<file path="src/rtl/turn_controller_if.sv">
// Player-facing signal bundle of the turn controller: controls and board inputs,
// shot/hit maps and result strobes back out.
interface turn_controller_if;
  localparam int unsigned CELLS = 36;

  logic             start;
  logic             fire;
  logic [CELLS-1:0] cursor;
  logic [CELLS-1:0] ships_p0;
  logic [CELLS-1:0] ships_p1;
  logic             player;
  logic [CELLS-1:0] shots_p0;
  logic [CELLS-1:0] shots_p1;
  logic [CELLS-1:0] hits_p0;
  logic [CELLS-1:0] hits_p1;
  logic             hit_pulse;
  logic             miss_pulse;
  logic             dup_pulse;
  logic             cursor_clr;
  logic             game_over;
  logic             winner;

  modport master (
    output start, fire, cursor, ships_p0, ships_p1,
    input  player, shots_p0, shots_p1, hits_p0, hits_p1,
    input  hit_pulse, miss_pulse, dup_pulse, cursor_clr, game_over, winner
  );

  modport slave (
    input  start, fire, cursor, ships_p0, ships_p1,
    output player, shots_p0, shots_p1, hits_p0, hits_p1,
    output hit_pulse, miss_pulse, dup_pulse, cursor_clr, game_over, winner
  );
endinterface

</file>
<file path="src/rtl/turn_controller.sv">
// Two-player battleship turn sequencer: aims, resolves each shot against the
// opponent's latched board, holds the result, then swaps players or ends the game.
module turn_controller #(
  parameter int unsigned HIT_TARGET    = 17,
  parameter int unsigned RESULT_CYCLES = 25000000
) (
  input logic              clk,
  input logic              reset,
  turn_controller_if.slave bus
);
  localparam int unsigned CELLS = 36;
  localparam int unsigned IDX_W = 6;
  localparam int unsigned HCN_W = 6;
  localparam int unsigned CNT_W = 25;

  typedef enum logic [2:0] {
    S_IDLE, S_AIM, S_CHECK, S_RESULT, S_SWITCH, S_OVER
  } state_t;

  state_t             state_q, state_d;
  logic               fire_q;
  logic [IDX_W-1:0]   target_q, target_d;
  logic [CELLS-1:0]   ships0_q, ships0_d, ships1_q, ships1_d;
  logic [CELLS-1:0]   shots0_q, shots0_d, shots1_q, shots1_d;
  logic [CELLS-1:0]   hits0_q, hits0_d, hits1_q, hits1_d;
  logic [HCN_W-1:0]   hcnt0_q, hcnt0_d, hcnt1_q, hcnt1_d;
  logic [CNT_W-1:0]   cnt_q, cnt_d;
  logic               player_q, player_d;
  logic               hit_q, hit_d, miss_q, miss_d, dup_q, dup_d;
  logic               cursor_clr_q, cursor_clr_d;
  logic               game_over_q, game_over_d;
  logic               winner_q, winner_d;

  logic               fire_edge_c;
  logic               cursor_onehot_c;
  logic [IDX_W-1:0]   cursor_idx_c;
  logic [CELLS-1:0]   target_mask_c;
  logic               already_shot_c;
  logic               opp_ship_c;
  logic               count_done_c;
  logic               win_c;

  assign fire_edge_c     = bus.fire & ~fire_q;
  assign cursor_onehot_c = (bus.cursor != '0) && ((bus.cursor & (bus.cursor - CELLS'(1))) == '0);
  assign target_mask_c   = CELLS'(1) << target_q;
  assign already_shot_c  = |((player_q ? shots1_q : shots0_q) & target_mask_c);
  assign opp_ship_c      = |((player_q ? ships0_q : ships1_q) & target_mask_c);
  assign count_done_c    = (cnt_q == CNT_W'(RESULT_CYCLES - 1));
  assign win_c           = ((player_q ? hcnt1_q : hcnt0_q) == HCN_W'(HIT_TARGET));

  // Priority-free encoder; only consumed when the cursor is one-hot
  always_comb begin
    cursor_idx_c = '0;
    for (int i = 0; i < CELLS; i++) begin
      if (bus.cursor[i]) cursor_idx_c = IDX_W'(i);
    end
  end

  // State register plus all registered datapath/outputs
  always_ff @(posedge clk or negedge reset) begin
    if (!reset) begin
      state_q      <= S_IDLE;
      fire_q       <= 1'b0;
      target_q     <= '0;
      ships0_q     <= '0;
      ships1_q     <= '0;
      shots0_q     <= '0;
      shots1_q     <= '0;
      hits0_q      <= '0;
      hits1_q      <= '0;
      hcnt0_q      <= '0;
      hcnt1_q      <= '0;
      cnt_q        <= '0;
      player_q     <= 1'b0;
      hit_q        <= 1'b0;
      miss_q       <= 1'b0;
      dup_q        <= 1'b0;
      cursor_clr_q <= 1'b0;
      game_over_q  <= 1'b0;
      winner_q     <= 1'b0;
    end else begin
      state_q      <= state_d;
      fire_q       <= bus.fire;
      target_q     <= target_d;
      ships0_q     <= ships0_d;
      ships1_q     <= ships1_d;
      shots0_q     <= shots0_d;
      shots1_q     <= shots1_d;
      hits0_q      <= hits0_d;
      hits1_q      <= hits1_d;
      hcnt0_q      <= hcnt0_d;
      hcnt1_q      <= hcnt1_d;
      cnt_q        <= cnt_d;
      player_q     <= player_d;
      hit_q        <= hit_d;
      miss_q       <= miss_d;
      dup_q        <= dup_d;
      cursor_clr_q <= cursor_clr_d;
      game_over_q  <= game_over_d;
      winner_q     <= winner_d;
    end
  end

  // Next-state logic
  always_comb begin
    state_d = state_q;
    unique case (state_q)
      S_IDLE, S_OVER: if (bus.start) state_d = S_AIM;
      S_AIM:          if (fire_edge_c && cursor_onehot_c) state_d = S_CHECK;
      S_CHECK:        state_d = already_shot_c ? S_AIM : S_RESULT;
      S_RESULT:       if (count_done_c) state_d = win_c ? S_OVER : S_SWITCH;
      S_SWITCH:       state_d = S_AIM;
      default:        state_d = S_IDLE;
    endcase
  end

  // Next values of the registered datapath and outputs
  always_comb begin
    target_d     = target_q;
    ships0_d     = ships0_q;
    ships1_d     = ships1_q;
    shots0_d     = shots0_q;
    shots1_d     = shots1_q;
    hits0_d      = hits0_q;
    hits1_d      = hits1_q;
    hcnt0_d      = hcnt0_q;
    hcnt1_d      = hcnt1_q;
    cnt_d        = '0;
    player_d     = player_q;
    hit_d        = 1'b0;
    miss_d       = 1'b0;
    dup_d        = 1'b0;
    cursor_clr_d = 1'b0;

    unique case (state_q)
      S_IDLE, S_OVER: begin
        if (bus.start) begin
          ships0_d     = bus.ships_p0;
          ships1_d     = bus.ships_p1;
          shots0_d     = '0;
          shots1_d     = '0;
          hits0_d      = '0;
          hits1_d      = '0;
          hcnt0_d      = '0;
          hcnt1_d      = '0;
          player_d     = 1'b0;
          cursor_clr_d = 1'b1;
        end
      end
      S_AIM: begin
        if (fire_edge_c && cursor_onehot_c) target_d = cursor_idx_c;
      end
      S_CHECK: begin
        if (already_shot_c) begin
          dup_d = 1'b1;
        end else begin
          if (player_q) shots1_d = shots1_q | target_mask_c;
          else          shots0_d = shots0_q | target_mask_c;
          if (opp_ship_c) begin
            hit_d = 1'b1;
            if (player_q) begin
              hits1_d = hits1_q | target_mask_c;
              hcnt1_d = hcnt1_q + HCN_W'(1);
            end else begin
              hits0_d = hits0_q | target_mask_c;
              hcnt0_d = hcnt0_q + HCN_W'(1);
            end
          end else begin
            miss_d = 1'b1;
          end
        end
      end
      S_RESULT: begin
        if (!count_done_c) cnt_d = cnt_q + CNT_W'(1);
      end
      S_SWITCH: begin
        player_d     = ~player_q;
        cursor_clr_d = 1'b1;
      end
      default: ;
    endcase

    // game_over/winner track the registered state so they drop as soon as a new game starts
    game_over_d = (state_d == S_OVER);
    winner_d    = (state_d == S_OVER) ? player_d : 1'b0;
  end

  assign bus.player     = player_q;
  assign bus.shots_p0   = shots0_q;
  assign bus.shots_p1   = shots1_q;
  assign bus.hits_p0    = hits0_q;
  assign bus.hits_p1    = hits1_q;
  assign bus.hit_pulse  = hit_q;
  assign bus.miss_pulse = miss_q;
  assign bus.dup_pulse  = dup_q;
  assign bus.cursor_clr = cursor_clr_q;
  assign bus.game_over  = game_over_q;
  assign bus.winner     = winner_q;
endmodule

</file>
<file path="src/flat_wrapper.sv">
// flat-port wrapper written by rule: the top's interface ports become plain ports
module turn_controller_flat 
#(
  parameter int unsigned HIT_TARGET    = 17,
  parameter int unsigned RESULT_CYCLES = 25000000
)
  (clk, reset, bus_start, bus_fire, bus_cursor, bus_ships_p0, bus_ships_p1, bus_player, bus_shots_p0, bus_shots_p1, bus_hits_p0, bus_hits_p1, bus_hit_pulse, bus_miss_pulse, bus_dup_pulse, bus_cursor_clr, bus_game_over, bus_winner);
  turn_controller_if bus_i ();
  input logic clk;
  input logic reset;
  input wire logic [$bits(bus_i.start)-1:0] bus_start;
  input wire logic [$bits(bus_i.fire)-1:0] bus_fire;
  input wire logic [$bits(bus_i.cursor)-1:0] bus_cursor;
  input wire logic [$bits(bus_i.ships_p0)-1:0] bus_ships_p0;
  input wire logic [$bits(bus_i.ships_p1)-1:0] bus_ships_p1;
  output wire logic [$bits(bus_i.player)-1:0] bus_player;
  output wire logic [$bits(bus_i.shots_p0)-1:0] bus_shots_p0;
  output wire logic [$bits(bus_i.shots_p1)-1:0] bus_shots_p1;
  output wire logic [$bits(bus_i.hits_p0)-1:0] bus_hits_p0;
  output wire logic [$bits(bus_i.hits_p1)-1:0] bus_hits_p1;
  output wire logic [$bits(bus_i.hit_pulse)-1:0] bus_hit_pulse;
  output wire logic [$bits(bus_i.miss_pulse)-1:0] bus_miss_pulse;
  output wire logic [$bits(bus_i.dup_pulse)-1:0] bus_dup_pulse;
  output wire logic [$bits(bus_i.cursor_clr)-1:0] bus_cursor_clr;
  output wire logic [$bits(bus_i.game_over)-1:0] bus_game_over;
  output wire logic [$bits(bus_i.winner)-1:0] bus_winner;
  assign bus_i.start = bus_start;
  assign bus_i.fire = bus_fire;
  assign bus_i.cursor = bus_cursor;
  assign bus_i.ships_p0 = bus_ships_p0;
  assign bus_i.ships_p1 = bus_ships_p1;
  assign bus_player = bus_i.player;
  assign bus_shots_p0 = bus_i.shots_p0;
  assign bus_shots_p1 = bus_i.shots_p1;
  assign bus_hits_p0 = bus_i.hits_p0;
  assign bus_hits_p1 = bus_i.hits_p1;
  assign bus_hit_pulse = bus_i.hit_pulse;
  assign bus_miss_pulse = bus_i.miss_pulse;
  assign bus_dup_pulse = bus_i.dup_pulse;
  assign bus_cursor_clr = bus_i.cursor_clr;
  assign bus_game_over = bus_i.game_over;
  assign bus_winner = bus_i.winner;
  turn_controller #(.HIT_TARGET(HIT_TARGET), .RESULT_CYCLES(RESULT_CYCLES)) u_core (.clk(clk), .reset(reset), .bus(bus_i));
endmodule
</file>
<file path="config.mk">
export PLATFORM = sky130hd
export DESIGN_NAME = turn_controller_flat
export DESIGN_NICKNAME = d
export VERILOG_FILES = /design/src/rtl/turn_controller_if.sv /design/src/rtl/turn_controller.sv /design/src/flat_wrapper.sv
export SDC_FILE = /design/constraint.sdc
export NUM_CORES = 1
export LEC_CHECK = 0
export CORE_AREA = 2 2 209 211
export CTS_BUF_LIST = sky130_fd_sc_hd__clkbuf_4 sky130_fd_sc_hd__clkbuf_8
export DETAILED_ROUTE_END_ITERATION = 16
export DIE_AREA = 0 0 211 213
export PLACE_DENSITY = 0.6
export SLEW_MARGIN = 20
export SYNTH_ARGS = -nofsm -noshare
export SYNTH_HDL_FRONTEND = slang
export SYNTH_SLANG_ARGS = --single-unit
</file>
<file path="constraint.sdc">
create_clock -name clk -period 3.73 [get_ports clk]
set_input_delay 0.746 -clock clk [delete_from_list [all_inputs] [get_ports clk]]
set_output_delay 0.746 -clock clk [all_outputs]
set_load 0.1 [all_outputs]
</file>
==> results of run 1 <==
-- registers in the layout (all words and copies together), names as in the netlist, 3 cells and up --
signal / cells
u_core.hcnt1_q: 6
u_core.bus.shots_p1: 36
u_core.bus.hits_p1: 36
u_core.bus.hits_p0: 36
u_core.cnt_q: 25
u_core.ships0_q: 36
u_core.target_q: 6
u_core.state_q: 3
u_core.bus.shots_p0: 36
u_core.hcnt0_q: 6
u_core.ships1_q: 36
-- per-stage QoR --
step | setup WS [ns] | TNS, ns
2_1_floorplan | 0.312 | 0
3_3_place_gp | 0.00178 | 0
3_5_place_dp | -0.0643 | -0.252
4_1_cts | 0.279 | 0
5_1_grt | 0.0800 | 0
6_report | 0.282 | 0
-- metal layers --
metal | wire length (um) | up-vias | GRT usage
li1 | - | 5262 | -
met1 | 19000 | 5592 | 0.253
met2 | 20600 | 382 | 0.316
met3 | 3590 | 76 | 0.0584
met4 | 1250 | 0 | 0.0736
met5 | 0 | - | 0
-- power groups by stage --
stage / clock (mW) / combinational [mW] / sequential [mW]
after floorplan: 0 / 0.297 / 3.70
after global placement: 0 / 1.24 / 3.26
after detailed placement: 0 / 1.25 / 3.27
after CTS: 3.05 / 1.25 / 3.22
after global routing: 3.17 / 1.31 / 3.24
final: 2.97 / 1.24 / 3.22
-- worst max-delay path by stage --
stage / from / cells past startpoint / endpoint
final: u_core.bus.player / 8 / u_core.bus.hits_p1[14]
after global routing: u_core.bus.player / 9 / u_core.hcnt1_q[4]
after floorplan: u_core.bus.player / 11 / u_core.bus.hits_p0[10]
after CTS: u_core.bus.player / 8 / u_core.bus.hits_p1[14]
after detailed placement: bus_cursor[9] / 9 / u_core.target_q[2]
after global placement: bus_cursor[9] / 9 / u_core.target_q[0]
-- placed cells by master (no fill, tap or decap), types with 6 or more instances in the layout --
master / count
mux2_1: 6
mux2i_1: 29
mux2_2: 46
xnor2_1: 12
clkbuf_8: 62
nand2b_1: 9
clkinv_2: 7
a2111oi_0: 9
a22o_1: 38
a22oi_1: 20
nor2_2: 9
clkdlybuf4s50_1: 239
a21oi_1: 87
and4_1: 6
o21ai_0: 16
xor2_1: 12
clkbuf_4: 15
and3_1: 8
nor2_1: 205
buf_4: 80
or4_1: 6
o31ai_1: 6
buf_12: 7
nand3_1: 15
a31oi_1: 42
dfrtp_1: 269
nand2_1: 247
nand4_1: 14
inv_1: 15
nor3_1: 40
-- critical path, stage by stage, from the launching register on --
cell and delay (ns):
dfrtp_4 0.77, mux2i_1 0.38, nor3_1 0.14, a2111oi_0 0.49
and4_1 0.45, nand3_2 0.24, nor4_4 0.35, buf_4 0.35
a22o_1 0.18
-- final cells by class --
class	instances	area [um^2]
Clock inverter	9	76.3
Tap cell	546	683
Timing Repair Buffer	327	3150
Multi-Input combinational cell	967	5590
Clock buffer	77	966
Sequential cell	270	6760
Inverter	15	56.3
Fill cell	4233	25400
-- cells by family after synthesis --
group                      Yosys count
buffers and inverters               94
xor gates and xnor gates            24
adders and majority gates            4
muxes                               81
DFF                                270
and+or+nand+nor                    608
AOI/OAI and AO/OA                  250
==> run_results.csv, run 1 <==
group,metric,value,unit
status,status,"completed",
synthesis,synth_ff_type,"dfrtp_1",
cts,cts_tree,"done",
synthesis,synthCells,1331,
placement,dp_cells,2125,
sta,hold_viol,0,
synthesis,synth_top_family_by_area,"simple AND/OR/NAND/NOR gates",
drt,drtIter0Drc,838,
synthesis,yosysTopAreaCell,"dfrtp_1",
drt,firstDrtPassIters,6,
finish,finalInstanceArea,0.0173,mm^2
cts,post_cts_resized,0,
synthesis,yosys.area_share.adder,0.00374,
global_routing,grt_pass1_vias,11400,
sta,hold_ws,0.129,ns
drt,postRouteAntennaNets,0,
synthesis,ys_seq_area_frac,0.531,
synthesis,ys_types,67,
global_routing,antenna_found_initial,0,
sta,finalClockSkew,0.0210,ns
cts,htreeDepth,2,
synthesis,postSynthAreaPerCell,9.56,um^2
synthesis,yosys_warnings,0,
power,switchingPower,2.23,mW
cts,path_clk_slew,0.06,ns
finish,layout-area-overhead-vs-synth,35.8,%
setup_path,r2r_end,"u_core.bus.hits_p1[14]",
synthesis,synth-edff-count,0,
setup_path,cp_data_arrival_time,3.99,ns
cts,ctsLongestPathBuffers,3,
synthesis,syn_area,0.0127,mm^2
synthesis,synth.most_common_cell,"dfrtp_1",
cts,cts_buffers,47,
global_routing,grt_pass1_wl,67.2,mm
synthesis,muxShareOfSynthArea,0.0688,
sta,setup_viol,0,
drt,routed_wl,44.4,mm
floorplan,io_pins,263,
global_routing,overflow,0,
placement,gp_congestion,0.851,
power,switching_share,0.300,
floorplan,rows,76,
setup_path,r2r_cells,8,
power,p_leak,7.82,nW
sta,max_freq,0.290,GHz
synthesis,async_flop_share,1.00,
cts,insertion_delay,0.62,ns
finish,layout.cells.non_filler,2211,
synthesis,yosysTopAreaCellShare,0.531,
synthesis,synth-xor-area-share,0.0165,
cts,cts-hold-fix-buffers,0,
finish,nets,1743,
placement,place_area,0.0162,mm^2
worst_hold_path,hold_class,"primary input to async pin",
synthesis,synth_area_leaders,"dfrtp_1, nand2_1, nor2_1",
power,power,7.43,mW
cts,cts_root_buffer,"clkbuf_8",
setup_path,timing.rr.start,"u_core.bus.player",
setup_path,crit_path_max_fanout,30,
power,powerDensity,430,mW/mm^2
floorplan,core_area,0.0427,mm^2
floorplan,die_y,213,um
power,power.share.clock,0.400,
sta,fin_crit_sh,0.924,
floorplan,dieArea,0.0449,mm^2
drt,viasPerCell,5.12,
setup_path,crit_path_start_kind,"register",
synthesis,yosys.area_share.simple,0.217,
floorplan,start_util,0.298,
power,combPwrFrac,0.167,
synthesis,synth_common_cells,"dfrtp_1, nand2_1, nor2_1, a21oi_1, mux2_2",
setup_path,crit_path_end_kind,"register",
synthesis,ys_ff_latch,270,
placement,place_hpwl,32.3,mm
floorplan,die_x,211,um
power,ir_drop,249,uV
finish,n_antenna_cell,0,
global_routing,grt_max_degree,111,
power,power_frac_seq,0.433,
sta,fin_crit,3.45,ns
synthesis,synth_compound_area_frac,0.130,
sta,maxSlewHeadroom,0.281,
cts,cts_setup_buffers,0,
setup_path,critPathKind,"register to register",
sta,slew_viol_final,0,
flow_run,max_cap_violations,0,
sta,rsz0062_at_grt,"no",
setup_path,required,4.27,ns
drt,drc,0,
setup_path,regToRegSetupSlack,0.28,ns
cts,clock_sinks,270,
sta,tightest_slew,1.07,ns
finish,final_util,0.405,
power,p_int,5.20,mW
drt,wl_per_cell,20.1,um
placement,numPortBuffers,262,
synthesis,synth_nets,1446,
global_routing,grtUsageTotal,0.197,
finish,drive_gt1_frac,0.151,
drt,route.vias.total,11300,
Note: power is estimated with default switching activity, not from simulation.
==> run 2: changes to the inputs <==
--- a/config.mk
+++ b/config.mk
@@ -5,11 +5,11 @@
 export SDC_FILE = /design/constraint.sdc
 export NUM_CORES = 1
 export LEC_CHECK = 0
-export CORE_AREA = 2 2 209 211
+export CORE_AREA = 2 2 172 174
 export CTS_BUF_LIST = sky130_fd_sc_hd__clkbuf_4 sky130_fd_sc_hd__clkbuf_8
 export DETAILED_ROUTE_END_ITERATION = 16
-export DIE_AREA = 0 0 211 213
-export PLACE_DENSITY = 0.6
+export DIE_AREA = 0 0 174 176
+export PLACE_DENSITY = 0.8
 export SLEW_MARGIN = 20
 export SYNTH_ARGS = -nofsm -noshare
 export SYNTH_HDL_FRONTEND = slang
==> run_results.csv, run 2 (synthesis results as in run 1) <==
group,metric,value,unit
setup_path,crit_path_start_kind,"register",
cts,cts_tree,"done",
cts,path_clk_slew,0.07,ns
setup_path,regToRegSetupSlack,0.15,ns
global_routing,grt_pass1_vias,11700,
setup_path,crit_chain,"buf_12 > mux2_2 > a2111oi_0 > and4_1 > nand3_2 > o21ai_4 > buf_4 > a31oi_1 > nor2_1",
sta,maxSlewHeadroom,0.273,
cts,cts_root_buffer,"clkbuf_8",
global_routing,antenna_found_initial,0,
placement,place_area,0.0160,mm^2
setup_path,slowest_stage,"dfrtp_4",
floorplan,rows,62,
sta,slew_viol_final,0,
cts,cts_buffers,44,
setup_path,r2r_cells,9,
setup_path,crit_path_max_fanout,30,
setup_path,startpoint,"u_core.bus.player",
drt,postRouteAntennaNets,0,
sta,finalClockSkew,0.0334,ns
status,status,"completed",
setup_path,crit_path_end_kind,"register",
finish,layout-area-overhead-vs-synth,33.2,%
setup_path,endpoint,"u_core.bus.hits_p0[6]",
placement,place_hpwl,30.2,mm
finish,final_cell_mix,"dfrtp_1, clkdlybuf4s50_1, nand2_1, nor2_1, a21oi_1",
global_routing,grtUsageTotal,0.270,
finish,finalInstanceArea,0.0169,mm^2
global_routing,grt_max_degree,151,
drt,routed_wl,41.5,mm
power,powerDensity,427,mW/mm^2
cts,insertion_delay,0.56,ns
finish,multi_input_area,0.00559,mm^2
sta,fin_crit,3.58,ns
sta,max_freq,0.279,GHz
cts,ctsLongestPathBuffers,3,
global_routing,overflow,0,
placement,gp_congestion,0.888,
floorplan,core_area,0.0285,mm^2
cts,clock_sinks,270,
power,ir_drop,222,uV
setup_path,critPathKind,"register to register",
sta,rsz0062_at_grt,"no",
finish,drive_gt1_frac,0.133,
placement,numPortBuffers,262,
flow_run,max_cap_violations,0,
cts,cts_setup_buffers,0,
sta,fin_crit_sh,0.960,
finish,layout.area.seq,0.00676,mm^2
setup_path,critical-path-top-delay-family,"compound AO/OA/AOI/OAI gates",
drt,firstDrtPassIters,5,
sta,setup_viol,0,
sta,hold_viol,0,
setup_path,cp_data_arrival_time,4.04,ns
finish,n_antenna_cell,0,
setup_path,required,4.19,ns
setup_path,timing.rr.start,"u_core.bus.player",
setup_path,r2r_end,"u_core.bus.hits_p0[6]",
floorplan,io_pins,263,
setup_path,critical_path_buf_inv_count,2,
global_routing,grt_pass1_wl,65.4,mm
worst_hold_path,hold_class,"primary input to async pin",
cts,htreeDepth,2,
setup_path,cp_slowest_stage_delay,0.60,ns
floorplan,dieArea,0.0306,mm^2
floorplan,start_util,0.446,
sta,tightest_slew,1.09,ns
drt,wl_per_cell,20.5,um
drt,drtIter0Drc,1198,
drt,drc,0,
floorplan,die_x,174,um
setup_path,path_depth,9,
finish,final_common_cell,"dfrtp_1",
power,p_leak,7.69,nW
finish,nets,1729,
floorplan,die_y,176,um
drt,route.vias.total,11700,
sta,hold_ws,0.205,ns
finish,nFillCells,2396,
drt,viasPerCell,5.77,
==> run 2: how the worst min path moves through the flow <==
stage,startpoint,endpoint,slack (ns)
after floorplan,u_core.ships0_q[0],u_core.ships0_q[0],0.44
after global placement,u_core.ships1_q[12],u_core.ships1_q[12],0.45
after CTS,reset,u_core.cnt_q[13],0.22
final,reset,u_core.ships1_q[33],0.21
after detailed placement,u_core.ships0_q[32],u_core.ships0_q[32],0.46
after global routing,reset,u_core.cnt_q[13],0.24
==> run 2: stage by stage <==
stage	worst slack (ns)	std cells	power [mW]	setup TNS [ns]	utilization
3_5_place_dp	-0.0408	1952	4.51	-0.154	0.560
5_1_grt	0.0570	2029	7.48	0	0.594
3_3_place_gp	0.0466	1952	4.48	0	0.560
6_report	0.150	2029	7.24	0	0.594
4_1_cts	0.155	2029	7.26	0	0.594
2_1_floorplan	0.312	1331	4.00	0	-
==> run 2: repair_timing <==
| action | 4_1_cts | 5_1_grt |
|---|---|---|
| endpoints found under the setup margin | 0 | 15 |
| hold buffers | 0 | 0 |
| resized for setup | 0 | 2 |
==> run 2: final cells by class <==
type                       count  area share
sequential                   270       0.399
multi-input combinational    967       0.330
inverter                      15     0.00332
tap                          384      0.0283
clock inverter                 8     0.00554
timing repair buffer         316       0.184
clock buffer                  69      0.0505
==> run 2: per-layer routing <==
| layer | vias up | GRT usage | part of all wire |
|---|---|---|---|
| met2 | 590 | 0.442 | 0.48 |
| met3 | 91 | 0.0650 | 0.092 |
| met5 | - | 0 | 0 |
| met4 | 0 | 0.0966 | 0.032 |
| met1 | 5782 | 0.351 | 0.40 |
| li1 | 5235 | - | - |
==> run 2: report_power, final <==
group	internal, mW	switching (mW)	total (mW)
Sequential	3.09	0.125	3.22
Clock	1.59	1.18	2.78
Combinational	0.402	0.844	1.25
==> run 3: changes to the inputs <==
--- a/config.mk
+++ b/config.mk
@@ -5,10 +5,10 @@
 export SDC_FILE = /design/constraint.sdc
 export NUM_CORES = 1
 export LEC_CHECK = 0
-export CORE_AREA = 2 2 172 174
+export CORE_AREA = 2 2 141 211
 export CTS_BUF_LIST = sky130_fd_sc_hd__clkbuf_4 sky130_fd_sc_hd__clkbuf_8
 export DETAILED_ROUTE_END_ITERATION = 16
-export DIE_AREA = 0 0 174 176
+export DIE_AREA = 0 0 143 213
 export PLACE_DENSITY = 0.8
 export SLEW_MARGIN = 20
 export SYNTH_ARGS = -nofsm -noshare
==> run_results.csv, run 3 (synthesis results as in run 1) <==
group,metric,value,unit
finish,final_common_cell,"dfrtp_1",
cts,cts-hold-fix-buffers,0,
setup_path,crit_path_max_fanout,26,
cts,clock_sinks,270,
drt,postRouteAntennaNets,0,
setup_path,critPathKind,"register to register",
global_routing,grt_max_degree,112,
placement,place_hpwl,30.2,mm
global_routing,grtUsageTotal,0.275,
floorplan,die_x,143,um
finish,drive_gt1_frac,0.134,
power,p_leak,7.74,nW
cts,cts_setup_buffers,0,
cts,post_cts_resized,0,
floorplan,die_y,213,um
global_routing,grt_pass1_vias,11700,
setup_path,crit_path_end_kind,"register",
floorplan,dieArea,0.0305,mm^2
cts,insertion_delay,0.57,ns
setup_path,crit_path_start_kind,"register",
setup_path,critPathMostFrequentCell,"buf_4",
cts,path_clk_slew,0.07,ns
sta,maxSlewHeadroom,0.270,
finish,n_antenna_cell,0,
sta,hold_ws,0.259,ns
status,status,"completed",
cts,htreeDepth,2,
global_routing,grt_pass1_wl,64.7,mm
setup_path,cp_slowest_stage_delay,0.71,ns
flow_run,max_cap_violations,0,
power,switchingPower,2.16,mW
floorplan,io_pins,263,
finish,nets,1742,
finish,nFillCells,2436,
floorplan,rows,76,
sta,slew_viol_final,0,
setup_path,slowest_stage,"dfrtp_4",
worst_hold_path,hold_class,"primary input to async pin",
drt,viasPerCell,5.65,
power,powerDensity,431,mW/mm^2
sta,fin_crit,3.52,ns
sta,tightest_slew,1.09,ns
finish,final_cell_mix,"dfrtp_1, clkdlybuf4s50_1, nand2_1, nor2_1, a21oi_1",
sta,finalClockSkew,0.0242,ns
drt,routed_wl,41.9,mm
setup_path,cp_data_arrival_time,3.98,ns
cts,cts_tree,"done",
drt,drc,0,
drt,drtIter0Drc,958,
global_routing,antenna_found_initial,0,
power,combPwrFrac,0.170,
power,power_frac_seq,0.438,
floorplan,core_area,0.0286,mm^2
setup_path,crit_chain,"buf_4 > mux2_2 > a2111oi_0 > and4_1 > nand3_2 > o21ai_4 > buf_4 > mux2i_1 > nor3_1",
power,p_int,5.19,mW
finish,final_util,0.596,
floorplan,start_util,0.445,
sta,rsz0062_at_grt,"no",
cts,cts_root_buffer,"clkbuf_8",
power,ir_drop,236,uV
power,power.share.clock,0.392,
finish,layout-area-overhead-vs-synth,34.0,%
sta,hold_viol,0,
cts,ctsLongestPathBuffers,3,
global_routing,overflow,0,
sta,fin_setup_tns,0,ns
drt,route.vias.total,11600,
drt,wl_per_cell,20.5,um
power,switching_share,0.294,
placement,gp_congestion,0.880,
cts,cts_buffers,41,
sta,max_freq,0.284,GHz
placement,numPortBuffers,262,
sta,setup_viol,0,
sta,fin_crit_sh,0.945,
drt,firstDrtPassIters,5,
setup_path,required,4.18,ns
==> run 3: worst max-delay path: cells and delay by family, from the launching register on <==
| family | cells | cell delay [ns] |
|---|---|---|
| flops | 1 | 0.71 |
| compound gates | 2 | 0.80 |
| mux | 2 | 0.61 |
| simple gates | 3 | 0.67 |
| buf+inv | 2 | 0.63 |
==> run 3: final cells by class <==
type,count,area [um^2],share of cell area
clock buffer,60,782,0.0459
clock inverter,12,188,0.0110
inverter,15,56.3,0.00330
tap,390,488,0.0286
sequential,270,6760,0.396
multi-input combinational,967,5590,0.328
timing repair buffer,332,3190,0.187
==> run 3: through the flow <==
stage,total power [mW],area (um^2),setup WS [ns],cells
after floorplan,4.00,12700,0.312,1331
after CTS,7.38,17100,0.231,2046
after detailed placement,4.50,16100,0.0104,1974
after global placement,4.48,16100,0.0476,1974
final,7.34,17100,0.206,2046
after global routing,7.60,17100,0.0379,2046
==> run 3: metal layers <==
metal | GRT usage | routed length (um) | vias to the layer above
li1 | - | - | 5255
met1 | 0.329 | 15700 | 5670
met2 | 0.458 | 20500 | 516
met3 | 0.0644 | 3240 | 119
met4 | 0.152 | 2380 | 0
met5 | 0 | 0 | -
==> run 3: worst paths after layout <==
check | from | end | slack, ns | cells past startpoint
worst max register to register | u_core.bus.player | u_core.hcnt0_q[2] | 0.21 | 9
worst min register to register | u_core.ships1_q[29] | u_core.ships1_q[29] | 0.48 | 2
max in group asynchronous | reset | u_core.ships1_q[29] | 2.58 | 2
worst min-delay path | reset | u_core.cnt_q[22] | 0.26 | 1
worst max-delay path | u_core.bus.player | u_core.hcnt0_q[2] | 0.21 | 9
min in group clk | u_core.ships1_q[29] | u_core.ships1_q[29] | 0.48 | 2
==> run 3: power by group through the flow <==
stage          combinational, mW  sequential (mW)  clock (mW)
2_1_floorplan              0.297             3.70           0
3_3_place_gp                1.22             3.25           0
3_5_place_dp                1.24             3.26           0
4_1_cts                     1.25             3.21        2.92
5_1_grt                     1.32             3.23        3.05
6_report                    1.25             3.22        2.88
